$ cat src/rtl/id_ex_alu_issue.sv
// ID/EX pipeline register feeding the ALU: registered operand/control capture,
// ALU control decode, EX forwarding (macro ID_EX_FORWARD_EN) and load-use detection.
module id_ex_alu_issue #(
    parameter int N          = 64,
    parameter int REG_ADDR_W = 5
) (
    input  logic                  clk,
    input  logic                  rst_n,
    input  logic                  stall,
    input  logic                  flush,
    input  logic                  id_valid,
    input  logic [N-1:0]          id_rs1_data,
    input  logic [N-1:0]          id_rs2_data,
    input  logic [N-1:0]          id_imm,
    input  logic [REG_ADDR_W-1:0] id_rs1,
    input  logic [REG_ADDR_W-1:0] id_rs2,
    input  logic [REG_ADDR_W-1:0] id_rd,
    input  logic [1:0]            id_alu_op,
    input  logic                  id_alu_src,
    input  logic [2:0]            id_funct3,
    input  logic                  id_funct7_b5,
    input  logic                  id_reg_write,
    input  logic                  id_mem_read,
    input  logic                  id_mem_write,
    input  logic                  id_mem_to_reg,
    input  logic                  mem_reg_write,
    input  logic [REG_ADDR_W-1:0] mem_rd,
    input  logic [N-1:0]          mem_result,
    input  logic                  wb_reg_write,
    input  logic [REG_ADDR_W-1:0] wb_rd,
    input  logic [N-1:0]          wb_result,
    output logic [N-1:0]          alu_a,
    output logic [N-1:0]          alu_b,
    output logic                  alu_carry_in,
    output logic [3:0]            alu_operation,
    output logic                  ex_valid,
    output logic [REG_ADDR_W-1:0] ex_rd,
    output logic [N-1:0]          ex_store_data,
    output logic                  ex_reg_write,
    output logic                  ex_mem_read,
    output logic                  ex_mem_write,
    output logic                  ex_mem_to_reg,
    output logic                  ex_illegal,
    output logic                  load_use_hazard
);

    localparam logic [3:0] OP_AND = 4'b0000;
    localparam logic [3:0] OP_OR  = 4'b0001;
    localparam logic [3:0] OP_ADD = 4'b0010;
    localparam logic [3:0] OP_SUB = 4'b0110;

    logic [REG_ADDR_W-1:0] rs1_q, rs2_q;
    logic [N-1:0]          rs1_data_q, rs2_data_q, imm_q;
    logic                  alu_src_q;
    logic [3:0]            dec_op;
    logic                  dec_illegal;
    logic [N-1:0]          fwd_rs1, fwd_rs2;

    always_comb begin
        dec_op      = OP_ADD;
        dec_illegal = 1'b0;
        case (id_alu_op)
            2'b00: dec_op = OP_ADD;
            2'b01: dec_op = OP_SUB;
            default: begin
                // funct7 bit 5 selects sub only for R-type; I-type addi ignores it
                case (id_funct3)
                    3'b000:  dec_op = (id_alu_op == 2'b10 && id_funct7_b5) ? OP_SUB : OP_ADD;
                    3'b111:  dec_op = OP_AND;
                    3'b110:  dec_op = OP_OR;
                    default: dec_illegal = 1'b1;
                endcase
            end
        endcase
    end

    always_ff @(posedge clk) begin
        if (!rst_n || flush) begin
            ex_valid      <= 1'b0;
            ex_rd         <= '0;
            rs1_q         <= '0;
            rs2_q         <= '0;
            rs1_data_q    <= '0;
            rs2_data_q    <= '0;
            imm_q         <= '0;
            alu_src_q     <= 1'b0;
            ex_reg_write  <= 1'b0;
            ex_mem_read   <= 1'b0;
            ex_mem_write  <= 1'b0;
            ex_mem_to_reg <= 1'b0;
            alu_operation <= OP_ADD;
            ex_illegal    <= 1'b0;
        end else if (!stall) begin
            ex_valid      <= id_valid;
            ex_rd         <= id_rd;
            rs1_q         <= id_rs1;
            rs2_q         <= id_rs2;
            rs1_data_q    <= id_rs1_data;
            rs2_data_q    <= id_rs2_data;
            imm_q         <= id_imm;
            alu_src_q     <= id_alu_src;
            ex_reg_write  <= id_reg_write  & id_valid;
            ex_mem_read   <= id_mem_read   & id_valid;
            ex_mem_write  <= id_mem_write  & id_valid;
            ex_mem_to_reg <= id_mem_to_reg & id_valid;
            alu_operation <= dec_op;
            ex_illegal    <= dec_illegal;
        end
    end

`ifdef ID_EX_FORWARD_EN
    function automatic logic [N-1:0] forward(
        input logic [REG_ADDR_W-1:0] rs,
        input logic [N-1:0]          data,
        input logic                  m_we,
        input logic [REG_ADDR_W-1:0] m_rd,
        input logic [N-1:0]          m_val,
        input logic                  w_we,
        input logic [REG_ADDR_W-1:0] w_rd,
        input logic [N-1:0]          w_val
    );
        if (m_we && m_rd != '0 && m_rd == rs)
            return m_val;
        else if (w_we && w_rd != '0 && w_rd == rs)
            return w_val;
        else
            return data;
    endfunction

    always_comb begin
        fwd_rs1 = forward(rs1_q, rs1_data_q, mem_reg_write, mem_rd, mem_result,
                          wb_reg_write, wb_rd, wb_result);
        fwd_rs2 = forward(rs2_q, rs2_data_q, mem_reg_write, mem_rd, mem_result,
                          wb_reg_write, wb_rd, wb_result);
    end
`else
    logic fwd_unused;

    assign fwd_rs1    = rs1_data_q;
    assign fwd_rs2    = rs2_data_q;
    assign fwd_unused = ^{mem_reg_write, mem_rd, mem_result, wb_reg_write, wb_rd,
                          wb_result, rs1_q, rs2_q};
`endif

    assign alu_a         = fwd_rs1;
    assign alu_b         = alu_src_q ? imm_q : fwd_rs2;
    assign ex_store_data = fwd_rs2;
    assign alu_carry_in  = alu_operation[2];

    assign load_use_hazard = ex_valid && ex_mem_read && ex_rd != '0 &&
                             (ex_rd == id_rs1 || ex_rd == id_rs2) && id_valid;

endmodule

$ cat config.mk
export PLATFORM = sky130hd
export DESIGN_NAME = id_ex_alu_issue
export DESIGN_NICKNAME = d
export VERILOG_FILES = /design/src/rtl/id_ex_alu_issue.sv
export SDC_FILE = /design/constraint.sdc
export NUM_CORES = 1
export LEC_CHECK = 0
export CAP_MARGIN = 10
export CORE_AREA = 2 2 222 224
export DETAILED_ROUTE_END_ITERATION = 8
export DIE_AREA = 0 0 224 226
export RECOVER_POWER = 25
export REMOVE_ABC_BUFFERS = 1
export SLEW_MARGIN = 20
export SYNTH_ARGS = -nofsm -noshare
export SYNTH_HDL_FRONTEND = slang
export SYNTH_SLANG_ARGS = --single-unit
$ cat constraint.sdc
create_clock -name clk -period 1.4 [get_ports clk]
set_input_delay 0.21 -clock clk [delete_from_list [all_inputs] [get_ports clk]]
set_output_delay 0.21 -clock clk [all_outputs]
set_load 0.01 [all_outputs]
# Word level (Yosys, flattened, before mapping)
# Index checks and enable logic that the tools add are counted.
# W data, S select, Z words.
word_totals:
  register_bits: 208
  in_bits: 363
  output_inout_bits: 209
op_classes:
  n_eq_ne: 6
  muxes: 6
  bitwise_logic: 4
  n_reduce_logical: 13
ops:
  columns: ["op", "count"]
  rows:
  - ["$mux W64", 1]
  - ["$eq A5 B5 Y1", 2]
  - ["$pmux W3 S3", 1]
  - ["$eq A3 B3 Y1 const B", 2]
  - ["$pmux W3 S2", 1]
  - ["$logic_and A1 B1 Y1", 5]
  - ["$reduce_bool A5 Y1", 1]
  - ["$and A1 B1 Y1", 4]
  - ["$logic_not A3 Y1", 1]
  - ["$mux W3", 1]
  - ["$reduce_or A3 Y1", 1]
  - ["$eq A2 B1 Y1 const B", 1]
  - ["$eq A2 B2 Y1 const B", 1]
  - ["$logic_not A2 Y1", 1]
  - ["$logic_or A1 B1 Y1", 2]
  - ["$mux W1", 2]
  - ["$reduce_or A2 Y1", 1]
  - ["$logic_not A1 Y1", 1]

# Depth between registers and ports, before layout
depth:
  word_depth: 5
  ltp_mapped: 5
  ltp_nobuf: 4

# Worst setup path after synthesis
# Ideal clock, no wire load.
synth_path:
  path_type: "register to output"
  from: "register ex_rd[0]"
  to: "output port load_use_hazard"
  t_arrival_ns: 1.139
  setup_slack_ns: 0.051
  stages_incl_launch_ff: 4
  path_buffers: 0
  cell_sequence: "dfxtp_1 or4_1 o2111ai_1 a21oi_1"
synth_via:
  elab_chain_len: 4
synth_lines:
  columns: ["item", "line_no", "rtl"]
  rows:
  - ["start: declaration", "37", "output logic [REG_ADDR_W-1:0] ex_rd,"]
  - ["start signal: assignment", "95", "ex_rd <= id_rd;"]
  - ["$eq A5 B5 Y1 or $reduce_bool A5 Y1 (tied branches)", "151, 150", null]
  - ["$logic_or A1 B1 Y1 or $logic_and A1 B1 Y1 (tied branches)", "151, 150", null]
  - ["$logic_and A1 B1 Y1 (*)", "150", "assign load_use_hazard = ex_valid && ex_mem_read && ex_rd != '0 &&"]
  - ["$logic_and A1 B1 Y1 (*)", "151", "(ex_rd == id_rs1 || ex_rd == id_rs2) && id_valid;"]
  - ["end: declaration", "44", "output logic load_use_hazard"]
# Every way passes the cells marked *; elsewhere a longest branch is shown, timed or not.

# Worst setup path after layout
layout_path:
  from: "register alu_src_q"
  to: "output port alu_b[42]"
layout_via:
  elab_chain_len: 1
layout_lines:
  columns: ["item", "line_no", "rtl"]
  rows:
  - ["start: declaration", "54", "logic alu_src_q;"]
  - ["start signal: assignment", "101", "alu_src_q <= id_alu_src;"]
  - ["$mux W64", "146", "assign alu_b = alu_src_q ? imm_q : fwd_rs2;"]
  - ["end: declaration", "33", "output logic [N-1:0] alu_b,"]
# No other way between the ends.

==> flow_metrics.tcl <==
set metrics [dict create \
    max_freq_ghz 0.4896 \
    vias_per_cell 3.825 \
    cts_buffers 24 \
    ctsHoldBuffers 0 \
    power.total_mw 14.45 \
    setup_viol 65 \
    start_util 0.1698 \
    post-route-util 0.3072 \
    syn_inst 768 \
    peakVddDrop_mv 0.6470 \
    regToRegEndpoint "alu_src_q$_SDFFE_PP0N_" \
    clkLatencyLatePin_ns 0.53 \
    cts_tree "done" \
    nets 1634 \
    yosys_warnings 0 \
    drt_first_iter_violations 169 \
    num_rows 81 \
    final_area_um2 14850 \
    die_area_um2 50620 \
    status "finished with violations" \
    die_w_um 224 \
    place_congestion 0.7298 \
    min_path_type "input pin to flip-flop" \
    required_ns 1.19 \
    crit_type "flip-flop to output port" \
    synthToLayoutAreaGrowth_pct 80.94 \
    fin_crit_ns 2.042 \
    drcViolationCount 0 \
    drive_gt1_frac 0.2751 \
    grtUsageTotal 0.1095 \
    r2r_start "alu_src_q$_SDFFE_PP0N_" \
    post-route-period-util 1.459 \
    htreeDepth 1 \
    syn_avg_cell_area_um2 10.69 \
    hpwlAfterDp_mm 20.81 \
    dp.cells 1832 \
    portBuffers 430 \
    end_kind "output port" \
    grt_pass1_vias 7537 \
    rsz0062_at_grt "yes" \
    fin_setup_tns_ns -32.95 \
    core_um2 48340 \
    clockBufferDepth 3 \
    place_area_um2 13690 \
    clock_skew_ns 0 \
    cp-start-kind "flip-flop" \
    root_buffer "clkbuf_16" \
    slew-limit-headroom 0.5109 \
    grt_max_degree 29 \
    syn_area_um2 8207 \
    antenna_found_initial 1 \
    wl_per_cell_um 15.37 \
    violations "negative setup slack" \
    ys_seq_area_frac 0.5050 \
    ioPinCount 572 \
    whs_ns 0.04322 \
    cts.reportedPaths.clkPinSlew_ns 0.06 \
    grt_pass1_wl_mm 43.60 \
    layoutNonFillerInstCount 1910 \
    hold_depth 3 \
    gr-total-overflow 0 \
    via_count 7305 \
    wirelength_mm 29.36 \
    path_max_fanout 5 \
    min_from "stall" \
    arrival_ns 1.83 \
    reg2regPathDepth 5 \
    power.leakage_nw 6.608 \
    worst_pin_slew_ns 0.7336 \
    die_y_um 226 \
    clock_sinks 207 \
    r2r_slack_ns 0.31 \
    yosys.cell_types.count 24 \
    layout_setup_ws_ns -0.6423 \
    drv_cap 0 \
    dp_slack_ns -0.6400 \
    hold_path_end "imm_q[14]$_SDFFE_PP0N_" \
    maxSlewViolCount 0 \
    synth-seq-cells 207 \
    finalHoldViolations 0 \
    dr.pass1.iters 5 \
    antenna_left 0 \
    power.density_nw_per_um2 973.3 \
]
==> how the worst max path moves through the flow <==
| stage | start | to | slack, ns | cells after the start |
|---|---|---|---|---|
| after floorplan | flush | alu_operation[2]$_SDFFE_PP0N_ | -2.82 | 2 |
| after global placement | id_rs2[1] | load_use_hazard | -0.67 | 6 |
| after detailed placement | id_rs1[2] | load_use_hazard | -0.64 | 6 |
| after CTS | alu_src_q$_SDFFE_PP0N_ | alu_b[54] | -0.67 | 5 |
| after global routing | alu_src_q$_SDFFE_PP0N_ | alu_b[42] | -0.72 | 6 |
| final | alu_src_q$_SDFFE_PP0N_ | alu_b[42] | -0.64 | 6 |
==> report_power, final <==
part	internal (mW)	leakage [nW]	switching (mW)	total (mW)
clock	3.53	0.361	2.47	6.00
combinational	1.39	4.55	0.844	2.23
sequential	6.09	1.70	0.124	6.21
==> kinds of logic (layout without fill, tap and decap cells) <==
kind of cell / Yosys count / count (layout) / share of synthesized area
muxes: 263 / 263 / 0.3305
and+or+nand+nor: 217 / 217 / 0.1023
DFF: 207 / 207 / 0.5050
buffers and inverters: 58 / 577 / 0.04086
AOI/OAI and AO/OA: 12 / 12 / 0.01021
xor gates and xnor gates: 10 / 10 / 0.01067
other: 1 / 2 / 0.0004569
==> cell usage after synthesis <==
library cell	count	area, µm²
dfxtp_1	207	4144
nor2_1	204	765.7
mux2i_1	199	1992
mux2_2	64	720.7
buf_4	23	172.7
buf_2	22	110.1
clkbuf_1	10	37.54
xor2_1	6	52.55
a21oi_1	5	25.02
a22oi_1	4	30.03
nor3_1	4	20.02
xnor2_1	4	35.03
nand3_1	3	15.01
inv_1	2	7.510
nand2b_1	2	12.51
a2111o_1	1	11.26
a221oi_1	1	8.760
clkbuf_4	1	7.510
conb_1	1	3.750
nand2_1	1	3.750
nand4b_1	1	8.760
nor2b_1	1	6.260
o2111ai_1	1	8.760
or4_1	1	7.510
==> timing repair <==
item	CTS	global route
setup endpoints to repair	208	143
gates resized for setup	566	169
pin swaps	0	0
endpoints found under the hold margin	0	0
cloned	5	1
setup buffers	20	13
==> layer usage <==
layer / track usage / part of all wire / vias up
met4: 0.03011 / 0.021 / 2
met3: 0.03669 / 0.089 / 41
met2: 0.1941 / 0.49 / 269
met5: 0 / 0.00044 / -
met1: 0.1252 / 0.40 / 3399
li1: - / - / 3594
==> cell type report <==
class | instances | area [µm²]
well taps | 622 | 778.2
diodes | 1 | 2.502
repair buffers | 533 | 5229
clock inverters | 1 | 5.005
inverters | 2 | 7.507
multi-input cells | 503 | 3911
clock buffers | 41 | 735.7
flip-flops and latches | 207 | 4180
fillers | 5009 | 33490
==> critical path, stage by stage, from the launching register on <==
cell and delay [ns]:
dfxtp_4 0.36, buf_12 0.15, buf_12 0.13, buf_16 0.13
buf_12 0.12, mux2_4 0.30, buf_6 0.12
==> placed cells by master (no fill, tap or decap), types with 2 or more instances in the layout <==
| master | synthesis | final |
|---|---|---|
| a22oi_1 | 4 | 4 |
| buf_2 | 22 | 16 |
| clkbuf_1 | 10 | 16 |
| nor3_1 | 4 | 3 |
| dfxtp_2 | 0 | 26 |
| buf_16 | 0 | 5 |
| inv_1 | 2 | 2 |
| clkdlybuf4s15_1 | 0 | 44 |
| nand2b_1 | 2 | 2 |
| clkdlybuf4s15_2 | 0 | 19 |
| xor2_1 | 6 | 6 |
| mux2i_1 | 199 | 199 |
| buf_6 | 0 | 66 |
| dfxtp_1 | 207 | 180 |
| a21oi_1 | 5 | 4 |
| nand3_1 | 3 | 3 |
| buf_12 | 0 | 21 |
| xnor2_1 | 4 | 4 |
| mux2_2 | 64 | 20 |
| buf_4 | 23 | 48 |
| clkdlybuf4s50_1 | 0 | 220 |
| mux2_4 | 0 | 44 |
| nor2_1 | 204 | 204 |
| clkbuf_16 | 0 | 26 |
| dlygate4sd2_1 | 0 | 35 |
| clkbuf_2 | 0 | 51 |
| clkbuf_8 | 0 | 5 |
No activity file was read; power rests on OpenSTA's default activity.
